--- src/rtl/hbu_pkg.sv ---
// Shared types and helpers for the streaming ML-DSA hint-bit unpacker.
//   hbu_state_t : decoder FSM states
//   hbu_err_t   : error cause reported on err_code (optional port)
//   HBU_BYTE_W  : width of every stream byte, count and buffer entry
//   idx_w()     : width of a hint index able to hold 0..omega
package hbu_pkg;

    localparam int HBU_BYTE_W = 8;

    typedef enum logic [2:0] {
        ST_IDLE  = 3'd0,
        ST_LOAD  = 3'd1,
        ST_OUTER = 3'd2,
        ST_INNER = 3'd3,
        ST_EMIT  = 3'd4,
        ST_TAIL  = 3'd5,
        ST_FIN   = 3'd6,
        ST_ERR   = 3'd7
    } hbu_state_t;

    typedef enum logic [2:0] {
        ERR_NONE  = 3'd0,
        ERR_COUNT = 3'd1,
        ERR_ORDER = 3'd2,
        ERR_RANGE = 3'd3,
        ERR_TAIL  = 3'd4
    } hbu_err_t;

    function automatic int idx_w(input int omega);
        return $clog2(omega + 1);
    endfunction

endpackage

--- src/rtl/hbu_byte_buf.sv ---
// OMEGA x 8 register file holding the hint index bytes of one encoding.
// Writes are sequential through an internal pointer; two asynchronous read
// ports return buf[i_addr_a] and buf[i_addr_b]. An address outside 0..OMEGA-1
// reads as zero, which keeps the idx-1 port harmless when idx is 0.
// Ports:
//   clk, rst_n        clock, async active-low reset (clears pointer and data)
//   i_clr             rewind write pointer to entry 0
//   i_we, i_wdata     write i_wdata at the pointer, then advance it
//   i_addr_a/b        read addresses
//   o_rdata_a/b       read data
module hbu_byte_buf
    import hbu_pkg::*;
#(
    parameter int OMEGA = 75,
    parameter int IW    = idx_w(75)
) (
    input  logic                  clk,
    input  logic                  rst_n,
    input  logic                  i_clr,
    input  logic                  i_we,
    input  logic [HBU_BYTE_W-1:0] i_wdata,
    input  logic [IW-1:0]         i_addr_a,
    input  logic [IW-1:0]         i_addr_b,
    output logic [HBU_BYTE_W-1:0] o_rdata_a,
    output logic [HBU_BYTE_W-1:0] o_rdata_b
);

    logic [IW-1:0]         r_wptr;
    logic [HBU_BYTE_W-1:0] r_mem [OMEGA];

    always_ff @(posedge clk or negedge rst_n) begin
        if (!rst_n) begin
            r_wptr <= '0;
            for (int j = 0; j < OMEGA; j++) begin
                r_mem[j] <= '0;
            end
        end else if (i_clr) begin
            r_wptr <= '0;
        end else if (i_we) begin
            for (int j = 0; j < OMEGA; j++) begin
                if (r_wptr == IW'(j)) begin
                    r_mem[j] <= i_wdata;
                end
            end
            r_wptr <= r_wptr + IW'(1);
        end
    end

    always_comb begin
        o_rdata_a = '0;
        o_rdata_b = '0;
        for (int j = 0; j < OMEGA; j++) begin
            if (i_addr_a == IW'(j)) begin
                o_rdata_a = r_mem[j];
            end
            if (i_addr_b == IW'(j)) begin
                o_rdata_b = r_mem[j];
            end
        end
    end

endmodule

--- src/rtl/hint_bit_unpack_stream.sv ---
// Streaming ML-DSA HintBitUnpack for the signature verify path.
// Consumes OMEGA index bytes followed by K cumulative counts, rebuilds K hint
// polynomials of N bits and streams them out one per beat, then reports
// done/ok. Every malformed encoding (count out of order or above OMEGA,
// indices not strictly increasing inside a poly, index >= N, nonzero padding)
// ends the decode with ok=0; beats already emitted must then be discarded.
//
// Handshakes: a transfer happens on a rising edge where valid and ready are
// both high; valid never depends on ready, and once h_valid is raised
// h_data/h_sel stay unchanged until the transfer.
//
// Ports:
//   clk, rst_n       clock, async active-low reset
//   start            begin a decode (IDLE only)
//   busy             high whenever not IDLE
//   in_valid/ready   byte stream in (ready only in LOAD), in_data the byte
//   h_valid/ready    hint poly stream out, h_data bit j = coefficient j,
//                    h_sel the poly number
//   done             one-cycle end-of-decode pulse
//   ok               encoding valid; changes with done, held until next start
//   err_code         error cause, only with HINT_UNPACK_ERR_CODE_EN defined
// Build option: define HINT_UNPACK_ERR_CODE_EN to add err_code.
module hint_bit_unpack_stream
    import hbu_pkg::*;
#(
    parameter int K     = 8,
    parameter int OMEGA = 75,
    parameter int N     = 256
) (
    input  logic                              clk,
    input  logic                              rst_n,
    input  logic                              start,
    output logic                              busy,
    input  logic                              in_valid,
    output logic                              in_ready,
    input  logic [HBU_BYTE_W-1:0]             in_data,
    output logic                              h_valid,
    input  logic                              h_ready,
    output logic [N-1:0]                      h_data,
    output logic [((K > 1) ? $clog2(K) : 1)-1:0] h_sel,
    output logic                              done,
    output logic                              ok
`ifdef HINT_UNPACK_ERR_CODE_EN
    ,
    output logic [2:0]                        err_code
`endif
);

    localparam int KW = (K > 1) ? $clog2(K) : 1;
    localparam int IW = idx_w(OMEGA);
    // Common width for comparing 8-bit counts against hint indices.
    localparam int CW = (IW > HBU_BYTE_W) ? IW : HBU_BYTE_W;
    localparam int LW = $clog2(OMEGA + K + 1);

    hbu_state_t            r_state, w_state_nxt;
    logic [LW-1:0]         r_ld, w_ld_nxt;
    logic [IW-1:0]         r_idx, w_idx_nxt;
    logic [IW-1:0]         r_first, w_first_nxt;
    logic [KW-1:0]         r_sel, w_sel_nxt;
    logic [N-1:0]          r_acc, w_acc_nxt;
    logic                  r_ok, w_ok_nxt;
    logic [HBU_BYTE_W-1:0] r_cnt [K];

    hbu_err_t              w_err_cause;
    logic                  w_beat;
    logic                  w_buf_we;
    logic                  w_buf_clr;
    logic [HBU_BYTE_W-1:0] w_cnt_i;
    logic [HBU_BYTE_W-1:0] w_b;
    logic [HBU_BYTE_W-1:0] w_b_prev;
    logic [IW-1:0]         w_idx_m1;

    assign w_beat   = in_valid && (r_state == ST_LOAD);
    assign w_idx_m1 = r_idx - IW'(1);

    hbu_byte_buf #(
        .OMEGA (OMEGA),
        .IW    (IW)
    ) u_buf (
        .clk       (clk),
        .rst_n     (rst_n),
        .i_clr     (w_buf_clr),
        .i_we      (w_buf_we),
        .i_wdata   (in_data),
        .i_addr_a  (r_idx),
        .i_addr_b  (w_idx_m1),
        .o_rdata_a (w_b),
        .o_rdata_b (w_b_prev)
    );

    // Cumulative count of the poly currently being decoded.
    always_comb begin
        w_cnt_i = '0;
        for (int k = 0; k < K; k++) begin
            if (r_sel == KW'(k)) begin
                w_cnt_i = r_cnt[k];
            end
        end
    end

    always_ff @(posedge clk or negedge rst_n) begin
        if (!rst_n) begin
            r_state <= ST_IDLE;
            r_ld    <= '0;
            r_idx   <= '0;
            r_first <= '0;
            r_sel   <= '0;
            r_acc   <= '0;
            r_ok    <= 1'b0;
        end else begin
            r_state <= w_state_nxt;
            r_ld    <= w_ld_nxt;
            r_idx   <= w_idx_nxt;
            r_first <= w_first_nxt;
            r_sel   <= w_sel_nxt;
            r_acc   <= w_acc_nxt;
            r_ok    <= w_ok_nxt;
        end
    end

    // Counts arrive after the OMEGA index bytes, in poly order.
    always_ff @(posedge clk or negedge rst_n) begin
        if (!rst_n) begin
            for (int k = 0; k < K; k++) begin
                r_cnt[k] <= '0;
            end
        end else begin
            for (int k = 0; k < K; k++) begin
                if (w_beat && (r_ld == LW'(OMEGA + k))) begin
                    r_cnt[k] <= in_data;
                end
            end
        end
    end

    always_comb begin
        w_state_nxt = r_state;
        w_ld_nxt    = r_ld;
        w_idx_nxt   = r_idx;
        w_first_nxt = r_first;
        w_sel_nxt   = r_sel;
        w_acc_nxt   = r_acc;
        w_ok_nxt    = r_ok;
        w_err_cause = ERR_NONE;
        w_buf_we    = 1'b0;
        w_buf_clr   = 1'b0;

        case (r_state)
            ST_IDLE: begin
                if (start) begin
                    w_state_nxt = ST_LOAD;
                    w_ok_nxt    = 1'b0;
                    w_ld_nxt    = '0;
                    w_idx_nxt   = '0;
                    w_first_nxt = '0;
                    w_sel_nxt   = '0;
                    w_acc_nxt   = '0;
                    w_buf_clr   = 1'b1;
                end
            end
            ST_LOAD: begin
                if (w_beat) begin
                    w_ld_nxt = r_ld + LW'(1);
                    w_buf_we = (r_ld < LW'(OMEGA));
                    if (r_ld == LW'(OMEGA + K - 1)) begin
                        w_state_nxt = ST_OUTER;
                    end
                end
            end
            ST_OUTER: begin
                if ((CW'(w_cnt_i) < CW'(r_idx)) || (CW'(w_cnt_i) > CW'(OMEGA))) begin
                    w_err_cause = ERR_COUNT;
                end else begin
                    w_first_nxt = r_idx;
                    w_state_nxt = (CW'(w_cnt_i) > CW'(r_idx)) ? ST_INNER : ST_EMIT;
                end
            end
            ST_INNER: begin
                if (32'(w_b) >= 32'(N)) begin
                    w_err_cause = ERR_RANGE;
                end else if ((r_idx > r_first) && (w_b_prev >= w_b)) begin
                    w_err_cause = ERR_ORDER;
                end else begin
                    w_acc_nxt = r_acc | (N'(1) << w_b);
                    w_idx_nxt = r_idx + IW'(1);
                    if ((CW'(r_idx) + CW'(1)) == CW'(w_cnt_i)) begin
                        w_state_nxt = ST_EMIT;
                    end
                end
            end
            ST_EMIT: begin
                if (h_ready) begin
                    w_acc_nxt = '0;
                    w_sel_nxt = r_sel + KW'(1);
                    if (r_sel == KW'(K - 1)) begin
                        // No padding left to check when every slot was a hint.
                        if (r_idx == IW'(OMEGA)) begin
                            w_state_nxt = ST_FIN;
                            w_ok_nxt    = 1'b1;
                        end else begin
                            w_state_nxt = ST_TAIL;
                        end
                    end else begin
                        w_state_nxt = ST_OUTER;
                    end
                end
            end
            ST_TAIL: begin
                if (w_b != '0) begin
                    w_err_cause = ERR_TAIL;
                end else begin
                    w_idx_nxt = r_idx + IW'(1);
                    if ((r_idx + IW'(1)) == IW'(OMEGA)) begin
                        w_state_nxt = ST_FIN;
                        w_ok_nxt    = 1'b1;
                    end
                end
            end
            ST_FIN: begin
                w_state_nxt = ST_IDLE;
            end
            ST_ERR: begin
                w_state_nxt = ST_IDLE;
            end
            default: begin
                w_state_nxt = ST_IDLE;
            end
        endcase

        if (w_err_cause != ERR_NONE) begin
            w_state_nxt = ST_ERR;
            w_ok_nxt    = 1'b0;
        end
    end

`ifdef HINT_UNPACK_ERR_CODE_EN
    hbu_err_t r_err;

    always_ff @(posedge clk or negedge rst_n) begin
        if (!rst_n) begin
            r_err <= ERR_NONE;
        end else if ((r_state == ST_IDLE) && start) begin
            r_err <= ERR_NONE;
        end else if (w_err_cause != ERR_NONE) begin
            r_err <= w_err_cause;
        end
    end

    assign err_code = r_err;
`endif

    assign busy     = (r_state != ST_IDLE);
    assign in_ready = (r_state == ST_LOAD);
    assign h_valid  = (r_state == ST_EMIT);
    assign h_data   = r_acc;
    assign h_sel    = r_sel;
    assign done     = (r_state == ST_FIN) || (r_state == ST_ERR);
    assign ok       = r_ok;

endmodule
--- config.mk ---
export PLATFORM = sky130hd
export DESIGN_NAME = hint_bit_unpack_stream
export DESIGN_NICKNAME = d
export VERILOG_FILES = /design/src/rtl/hbu_pkg.sv /design/src/rtl/hbu_byte_buf.sv /design/src/rtl/hint_bit_unpack_stream.sv
export SDC_FILE = /design/constraint.sdc
export NUM_CORES = 2
export LEC_CHECK = 0
export ABC_AREA = 1
export BUFFER_PORTS_ARGS = -buffer_cell sky130_fd_sc_hd__buf_2
export CAP_MARGIN = 20
export CORE_AREA = 2 2 271 380
export DETAILED_ROUTE_END_ITERATION = 16
export DIE_AREA = 0 0 273 382
export GPL_TIMING_DRIVEN = 0
export PLACE_DENSITY_LB_ADDON = 0.05
export SLEW_MARGIN = 20
export SYNTH_ARGS = -nofsm -noshare
export SYNTH_HDL_FRONTEND = slang
export SYNTH_HIERARCHICAL = 1
export SYNTH_SLANG_ARGS = --single-unit
--- constraint.sdc ---
create_clock -name clk -period 9.1 [get_ports clk]
set_input_delay 0.91 -clock clk [delete_from_list [all_inputs] [get_ports clk]]
set_output_delay 0.91 -clock clk [all_outputs]
set_load 0.005 [all_outputs]
==> summary.md <==
| Metric | Value |
|---|---|
| Post-Syn Instances | between 6,000 and 7,000 |
| Final hold violation count | 0 |
| WP data arrival | about 9600 ps |
| CP max stage delay | roughly 420 ps |
| HP Class | primary input to async pin |
| Non-filler instance count after layout | about 8,600 |
| Largest fanout on the critical path | 10 |
| Hold Buf Count CTS | 0 |
| Power Density | 251 nW/um2 |
| Setup TNS | 0 ps |
| Post-route DRC | 0 |
| Synth unique cells | 43 |
| Initial DRC Count | about 5,000 |
| Final setup viols | 0 |
| CTS sink cnt | between 900 and 1,000 |
| Via-to-Cell Ratio | 5.66 |
| Setup crit start | r_idx[0] |
| Area Growth Syn to Fin | 16.7% |
| Syn. warnings | 6 |
| Least-Margin Pin Slew | 1230 ps |
| Fillers | approximately 9,600 |
| Vias after detailed routing | 48,800 |
| VDD IR max | between 200 and 250 uV |
| CTS buffer count | 99 |
| Routed Antenna Nets | 0 |
| Seq/Total Area, Yosys | 0.478 |
| Inst Count DP | roughly 8,400 |
| Per-cell routed wire length | between 20 and 25 um |
| Core ar. | ~100,000 um2 |
| Crit. path cell count | just under 60 |
| Fin nets | 7,264 |
| Die Area | 104,000 um2 |
| Layout Skew | about 26 ps |
| Reg2reg path depth | 58 |
| Final WL | roughly 190,000 um |
| Die Width | between 200 and 300 um |
| Root Driver | clkbuf_16 |
| Grt total ovfl | 0 |
| Flop2flop setup slack | 180 ps |
| GRT Overall Usage | 0.365 |
| Syn Area/Cell | around 7.4 um2 |
| Synthesized flop and latch total | around 960 |
| Boundary Pins | ~280 |
| CTS tree | built |
| Worst-skew pair later-pin latency | between 700 and 800 ps |
| Hold WS | roughly 110 ps |
| Achievable frequency | 112 MHz |
| Count of buffers from port buffering | approximately 280 |
| Cell Area, Synth | approximately 50,000 um2 |
| CP max-delay cell | dfrtp_2 |
| EDFF count, synth | 0 |
| Synth async-reset ratio | 1.00 |
| Vias in the first global route | about 47,000 |
| Startpoint types | flop |
| Leak Pwr | about 26 nW |
| Buf+Inv Stages, Crit Path | 6 |
| H-tree level count | 3 |
| First-pass GRT wire length | around 290,000 um |
| Critical path type | flop to flop |
| Max-slew violations | 0 |
| Layout cells sized above 1 | 0.113 |
| Largest delay contributor family on the critical path | simple AND/OR/NAND/NOR gates |
| Placer Congestion | around 0.98 |
| DPL Wire Length | roughly 140,000 um |
| Period minus WS final | roughly 8900 ps |
| Slew headroom | 0.177 |
| Die Ht | around 380 um |
| Crit path top cell by count | nand4_1 |
| CTS Buffer Depth | 3 |
| Top FF cell, synth | dfrtp_1 |
| Initial antenna violation count | 4 |
| Initial Utilization | 0.496 |
| Status | complete, no violations |
| Worst Path Required | between 9000 and 10,000 ps |
| Clock transition at the registers of the reported paths | around 60 ps |
| Net Count, Synth | ~6,800 |
| Worst r2r dst | h_data[141] |
| Rows | between 100 and 150 |
| RSZ-0062 raised after global routing | true |
| Largest net degree at the start of global routing | 137 |
| Critical R2R Launch | r_idx[0] |
| Critical Path Sink Type | flop |
| Part of the cycle the worst path needs | 0.980 |
| Max cap viols | 0 |
| Total power | 14.6 mW |
| First-pass detailed-route iteration total | 8 |
| Crit path capture | h_data[141] |
-- power by group --
group | total, mW | internal, mW | switching [mW]
logic | 5.18 | 1.46 | 3.72
clock network | 4.49 | 2.65 | 1.84
registers | 4.95 | 4.62 | 0.323
total | 14.6 | 8.73 | 5.89
-- layout make-up --
type                            count  area, um2  share of cell area
Clock buffer                      139       2810              0.0481
Antenna cell                        2       5.00           0.0000858
Multi-Input combinational cell   4811      22900               0.392
Inverter                          670       2560              0.0439
Tap cell                         1330       1660              0.0285
Timing Repair Buffer              356       2270              0.0389
Clock inverter                     45        758              0.0130
Sequential cell                   955      23900               0.410
Buffer                            319       1480              0.0253
-- routing by layer --
layer  track usage  share of wire  vias to the layer above
li1              -              -                    23000
met1         0.435           0.38                    23400
met2         0.612           0.48                     1961
met3        0.0615          0.070                      552
met4         0.228          0.070                        4
met5             0        0.00013                        -
-- cell usage after synthesis (4+ instances only) --
| cell type | number | area [um2] |
|---|---|---|
| nand2_1 | 2051 | 7700 |
| dfrtp_1 | 955 | 23900 |
| o21ai_0 | 766 | 3830 |
| nor2_1 | 674 | 2530 |
| inv_1 | 641 | 2410 |
| nand4_1 | 504 | 3150 |
| clkbuf_1 | 275 | 1030 |
| a21oi_1 | 227 | 1140 |
| nand3_1 | 171 | 856 |
| o21a_1 | 161 | 1210 |
| or2_2 | 74 | 463 |
| nor3_1 | 43 | 215 |
| ha_1 | 39 | 488 |
| buf_2 | 28 | 140 |
| inv_2 | 20 | 75.1 |
| nor2_2 | 17 | 106 |
| buf_1 | 15 | 56.3 |
| xor2_1 | 9 | 78.8 |
| clkinv_1 | 8 | 30.0 |
| o21ai_1 | 8 | 40.0 |
| or2_0 | 8 | 50.1 |
| nand2_2 | 7 | 43.8 |
| nand3_2 | 6 | 60.1 |
| nor3b_1 | 6 | 45.0 |
| o31ai_1 | 6 | 45.0 |
| or2_1 | 6 | 37.5 |
| o211ai_1 | 4 | 30.0 |
| o22ai_1 | 4 | 25.0 |
-- through the flow --
| stage | setup WS, ps | cell area (um2) | utilization |
|---|---|---|---|
| floorplan | 3130 | 50000 | - |
| global placement | -14310 | 53000 | 0.526 |
| detailed placement | -2200 | 53500 | 0.531 |
| CTS | -17.4 | 57400 | 0.569 |
| global route | -154 | 58300 | 0.579 |
| finish | 178 | 58300 | 0.579 |
-- what timing repair did --
action / CTS / global route
gates resized for setup: 77 / 178
buffers inserted: 7 / 45
setup endpoints to repair: 267 / 266
pin swaps: 7 / 51
gates cloned: 0 / 3
-- state kept, by name (all words and copies together) (netlist names) --
| signal | flops |
|---|---|
| u_buf/r_mem | 600 |
| h_data | 256 |
| r_cnt | 64 |
| r_first | 7 |
| r_idx | 7 |
| r_ld | 7 |
| u_buf/r_wptr | 7 |
| h_sel | 3 |
| r_state | 3 |
| ok | 1 |
-- how the worst min path moves through the flow --
stage                end  slack [ps]  depth (start not counted)
3_5_place_dp   r_cnt[18]         470                          2
5_1_grt        r_cnt[56]         150                          1
2_1_floorplan  r_cnt[23]         450                          2
4_1_cts        r_cnt[60]         110                          1
3_3_place_gp   r_cnt[18]         460                          2
6_report       r_cnt[56]         110                          1
-- logic make-up (layout without fill, tap and decap cells) --
group | Yosys count | count (layout) | share of synthesized area
fa+ha+maj | 39 | 39 | 0.00976
xor+xnor | 9 | 9 | 0.00158
simple gates | 3575 | 3575 | 0.307
buf+inv | 992 | 1529 | 0.0757
other cells | 0 | 2 | 0
flops | 955 | 955 | 0.478
compound gates | 1188 | 1188 | 0.128
-- cells in the final DEF (no fill, tap or decap), types with 9 or more instances in the layout --
cell and instances:
buf_4 66, clkbuf_16 101, nand2_2 14, nor3_2 21, clkbuf_8 19, inv_2 22
o21ai_0 765, dfrtp_1 948, nor3_1 21, buf_12 9, buf_6 19, a21oi_1 217
buf_2 287, clkbuf_1 275, nand4_1 504, ha_1 38, a21oi_2 10, nand2_1 2032
bufinv_16 17, or2_2 74, inv_1 631, o21a_1 161, buf_1 14, nand3_1 166
nor2_4 13, nor2_2 43, nand2_4 12, clkinv_2 15, nor2_1 638, clkinvlp_4 11
Power figures use the tool's default switching activity.
